[config.mk]
export PLATFORM = sky130hd
export DESIGN_NAME = fetch_queue
export DESIGN_NICKNAME = d
export VERILOG_FILES = /design/src/rtl/fetch_queue.sv
export SDC_FILE = /design/constraint.sdc
export NUM_CORES = 1
export LEC_CHECK = 0
export ABC_AREA = 1
export CAP_MARGIN = 10
export CORE_ASPECT_RATIO = 0.7
export CORE_UTILIZATION = 50
export DETAILED_ROUTE_END_ITERATION = 7
export GPL_TIMING_DRIVEN = 0
export PLACE_DENSITY_LB_ADDON = 0.12
export SYNTH_ARGS = -nofsm -noshare
export SYNTH_HDL_FRONTEND = slang
export SYNTH_SLANG_ARGS = --single-unit
export TNS_END_PERCENT = 100
[constraint.sdc]
create_clock -name clk_i -period 3.72 [get_ports clk_i]
set_input_delay 0.558 -clock clk_i [delete_from_list [all_inputs] [get_ports clk_i]]
set_output_delay 0.558 -clock clk_i [all_outputs]
set_load 0.02 [all_outputs]
[src/rtl/fetch_queue.sv]
// Instruction fetch stage with a small prefetch FIFO.
// Owns the PC and fetches one word per cycle while there is room. It presents the queued
// {instruction, PC+4} head entry to decode. A redirect flushes the queue and reloads the PC.
module fetch_queue #(
  parameter int unsigned DEPTH    = 4,
  parameter logic [31:0] PC_RESET = 32'd0
) (
  input  logic                      clk_i,
  input  logic                      rst_i,
  output logic [31:0]               imem_addr_o,
  input  logic [31:0]               imem_instr_i,
  input  logic                      imem_valid_i,
  input  logic                      redirect_i,
  input  logic [31:0]               redirect_pc_i,
  input  logic                      stall_i,
  output logic [31:0]               instr_o,
  output logic [31:0]               pc4_o,
  output logic                      valid_o,
  output logic [$clog2(DEPTH):0]    count_o
);

  localparam int unsigned PtrW = $clog2(DEPTH);
  localparam int unsigned CntW = PtrW + 1;

  logic [31:0]     instr_q [DEPTH];
  logic [31:0]     pc4_q   [DEPTH];
  logic [PtrW-1:0] rd_ptr_q, wr_ptr_q;
  logic [CntW-1:0] count_q;
  logic [31:0]     pc_q;

  logic        full;
  logic        pop;
  logic        push;
  logic [31:0] pc_plus4;

  // Target word alignment drops the low address bits of the redirect target.
  logic unused_rpc_lsb;
  assign unused_rpc_lsb = ^redirect_pc_i[1:0];

  // Handshake decode; a push into a full queue is only allowed when the head leaves.
  always_comb begin
    full     = (count_q == CntW'(DEPTH));
    valid_o  = (count_q != '0);
    pop      = valid_o & ~stall_i;
    push     = imem_valid_i & ~redirect_i & (~full | pop);
    pc_plus4 = pc_q + 32'd4;
  end

  // Control state: PC, pointers and occupancy; reset beats redirect beats push/pop.
  always_ff @(posedge clk_i) begin
    if (rst_i) begin
      pc_q     <= {PC_RESET[31:2], 2'b00};
      count_q  <= '0;
      rd_ptr_q <= '0;
      wr_ptr_q <= '0;
    end else if (redirect_i) begin
      pc_q     <= {redirect_pc_i[31:2], 2'b00};
      count_q  <= '0;
      rd_ptr_q <= '0;
      wr_ptr_q <= '0;
    end else begin
      if (push) begin
        wr_ptr_q <= wr_ptr_q + PtrW'(1);
        pc_q     <= pc_plus4;
      end
      if (pop) begin
        rd_ptr_q <= rd_ptr_q + PtrW'(1);
      end
      unique case ({push, pop})
        2'b10:   count_q <= count_q + CntW'(1);
        2'b01:   count_q <= count_q - CntW'(1);
        default: count_q <= count_q;
      endcase
    end
  end

  // Queue storage; stale entries are harmless since pointers/count gate visibility.
  always_ff @(posedge clk_i) begin
    if (push) begin
      instr_q[wr_ptr_q] <= imem_instr_i;
      pc4_q[wr_ptr_q]   <= pc_plus4;
    end
  end

  // Head presentation straight from storage; zeros when empty.
  always_comb begin
    imem_addr_o = pc_q;
    count_o     = count_q;
    instr_o     = valid_o ? instr_q[rd_ptr_q] : 32'd0;
    pc4_o       = valid_o ? pc4_q[rd_ptr_q]   : 32'd0;
  end

endmodule

==> metrics.md <==
| Metric | Value |
|---|---|
| Status | `finished, final reports clean` |
| XOR/XNOR Fraction of Synth Area | `0.01380` |
| Hpwl dp | `21100 um` |
| P_leak | `5.421 nW` |
| Routed wire length per instance | `18.24 um` |
| RSZ-0062 raised after global routing | `no` |
| Largest family of logic cells by synthesized area | `simple AND/OR/NAND/NOR gates` |
| Worst setup SP type | `flip-flop` |
| Total power | `0.007035 W` |
| Hold Crit Class | `reg -> reg` |
| Post-route ant nets | `0` |
| Buf/Inv on CP | `5` |
| Clk sink count | `287` |
| Final core occ | `0.6443` |
| Flop pwr share | `0.515` |
| Initial antenna violation count | `0` |
| H-tree levels | `1` |
| Routability Congestion | `0.9352` |
| Syn_area_per_cell | `10.45 um2` |
| Clock root cell | `clkbuf_16` |
| Core area | `23820 um2` |
| F_max | `0.2866 GHz` |
| Yosys warnings | `0` |
| Commonest cells in the netlist | `nor2_1 (289), edfxtp_1 (248), nand2_1 (154), o21ai_0 (147), a21oi_1 (92)` |
| Crit-path cells | `buf_2 -> inv_2 -> buf_2 -> clkbuf_1 -> o21ai_0 -> a21oi_1 -> clkdlybuf4s50_1` |
| IR drop worst, VDD | `0.0003834 V` |
| Max-slew headroom | `0.4177` |
| Power Internal | `0.005414 W` |
| First-pass GRT wire length | `47400 um` |
| Port Buffer Count | `162` |
| CP most frequent cell | `buf_2` |
| Hold Vio Cnt, Final | `0` |
| Top-area cell type share of the netlist area | `0.6083` |
| Clock power frac | `0.387` |
| Setup violations, final | `0` |
| Post-CTS Setup Inserts | `0` |
| Layout cells sized above 1 | `0.07317` |
| Critical Path AT | `2930 ps` |
| Compound-gate portion of the synthesized area | `0.1024` |
| DRT Wirelength | `31230 um` |
| Switching power total | `0.001621 W` |
| Post-synth ARST share | `0` |
| Slew @ Worst Pin | `871.4 ps` |
| Die Width | `189.0 um` |
| Synth cell types | `31` |
| # IOs | `169` |
| Post-Synthesis Cells | `1171` |
| Top_reg_cell synth | `edfxtp_1` |
| Via count | `9051` |
| CTS tree | `built` |
| Initial drt markers | `781` |
| Cell Rows | `47` |
| Fillers | `1914` |
| Delay-heaviest family, CP | `buffers and inverters` |
| Starting Density | `0.5140` |
| Via/cell ratio | `5.287` |
| Slowest cell delay on critical path | `660 ps` |
| DIE HEIGHT | `132.9 um` |
| Final Slew Violations | `0` |
| Post-synthesis mux area share | `0` |
| Critical path required time | `3160 ps` |
| First-pass detailed-route iteration total | `5` |
| Reg clk slew, reported paths | `60 ps` |
| Sw frac | `0.2305` |
| Gate power share | `0.098` |
| Layout Skew | `16.61 ps` |
| Top-count cell post-synth | `nor2_1` |
| Pwr dens | `458.5 nW/um2` |
| CP endpoint kind | `output pin` |
| DRC | `0` |
| Worst-path fanout max | `10` |
| Post-layout nets | `1449` |
| Synthesized flop and latch total | `287` |
| Area leader, netlist | `edfxtp_1` |
| Total CTS buffers | `28` |
| Seq/Total Area, Yosys | `0.6721` |
| GRT overflow | `0` |
| Clk buf depth | `3` |
| Total GRT Usage | `0.2485` |
| Die area | `25120 um2` |
| Post-Synth Simple-Gate Area | `0.1626` |
| EDFF count, synth | `248` |
| Top area cells in the synthesized netlist | `edfxtp_1 (61%), nor2_1 (8.9%), dfxtp_1 (6.4%)` |
| Crit share post-route | `0.9379` |
| ANT cells | `0` |
| Cell area after synthesis | `12240 um2` |
| Max Cap Viol | `0` |
| Synth Area in Adders | `0.006746` |
| Largest net degree at the start of global routing | `30` |
| Clk_lat worst skew | `540 ps` |
| Final min period | `3489 ps` |
| Synth-to-Final Area Change | `25.35%` |
| Number of global-route vias before repair | `8352` |
| CP Class | `reg -> out` |
| Slowest cell on crit path | `clkdlybuf4s50_1` |
power by group through the flow:
stage	sequential, W	clock [W]	combinational [W]
final	0.00362	0.00273	0.000686
after global routing	0.00363	0.00289	0.000742
after CTS	0.00362	0.00276	0.000688
after detailed placement	0.00369	0	0.000683
after global placement	0.00370	0	0.000662
after floorplan	0.00371	0	0.000310
cells in the final DEF (no fill, tap or decap), drive strengths merged, types with 13 or more instances in the layout:
cell           instances
xor2                  13
nand3                 19
edfxtp               248
clkdlybuf4s50        162
o21ai                147
inv                   66
buf                   30
dfxtp                 39
nor2                 301
clkbuf                77
a21oi                 93
nand2                161
worst paths after layout:
path / startpoint / end / slack (ps) / depth (start not counted)
worst max-delay path: flip-flop / pc4_o[7] / 230 / 7
worst min-delay path: rd_ptr_q[1] / rd_ptr_q[1] / 470 / 2
worst max register to register: count_o[0] / instr_q[3][21] / 1350 / 7
worst min register to register: rd_ptr_q[1] / rd_ptr_q[1] / 470 / 2
state kept, by name (all words and copies together), names as in the netlist, named ones only:
name,cells
instr_q,128
pc4_q,120
imem_addr_o,30
count_o,3
rd_ptr_q,2
wr_ptr_q,2
worst min-delay path, cell delays in order (launching register included):
cell and delay, ps:
dfxtp_1 300, inv_1 60, a21oi_1 70
layer usage:
layer | part of all wire | global-route usage
met1 | 0.47 | 0.3808
met2 | 0.45 | 0.3777
met5 | 0 | 0
met3 | 0.072 | 0.04005
met4 | 0.014 | 0.04435
timing repair:
item / in CTS / in global routing
resized for setup: 0 / 6
hold buffers: 0 / 0
endpoints found under the setup margin: 0 / 4
cell families after synthesis:
| logic type | after synthesis |
|---|---|
| fa+ha+maj | 6 |
| simple gates | 488 |
| xor+xnor | 15 |
| buf+inv | 127 |
| other cells | 1 |
| flops | 287 |
| compound gates | 247 |
per-stage QoR:
step | hold WS, ps | setup WS [ps] | TNS, ps | area (um2) | cells
3_3_place_gp | 451.3 | -2976 | -700160 | 14270 | 1654
4_1_cts | 467.2 | 107.7 | 0 | 15340 | 1712
3_5_place_dp | 459.7 | 655.9 | 0 | 14470 | 1662
6_report | 472.2 | 230.9 | 0 | 15340 | 1712
5_1_grt | 498.6 | 53.09 | 0 | 15340 | 1712
2_1_floorplan | 435.6 | -292.7 | -72590 | 12250 | 1174
final cells by class:
class                           instances  area [um2]  area share
Buffer                                 62       274.0     0.01786
Clock inverter                         13       115.1    0.007502
Tap cell                              318       397.9     0.02593
Sequential cell                       287        8228      0.5362
Timing Repair Buffer                  170        1789      0.1166
Clock buffer                           37       755.7     0.04925
Multi-Input combinational cell        760        3541      0.2308
Inverter                               65       244.0     0.01590
Power figures use the tool's default switching activity.
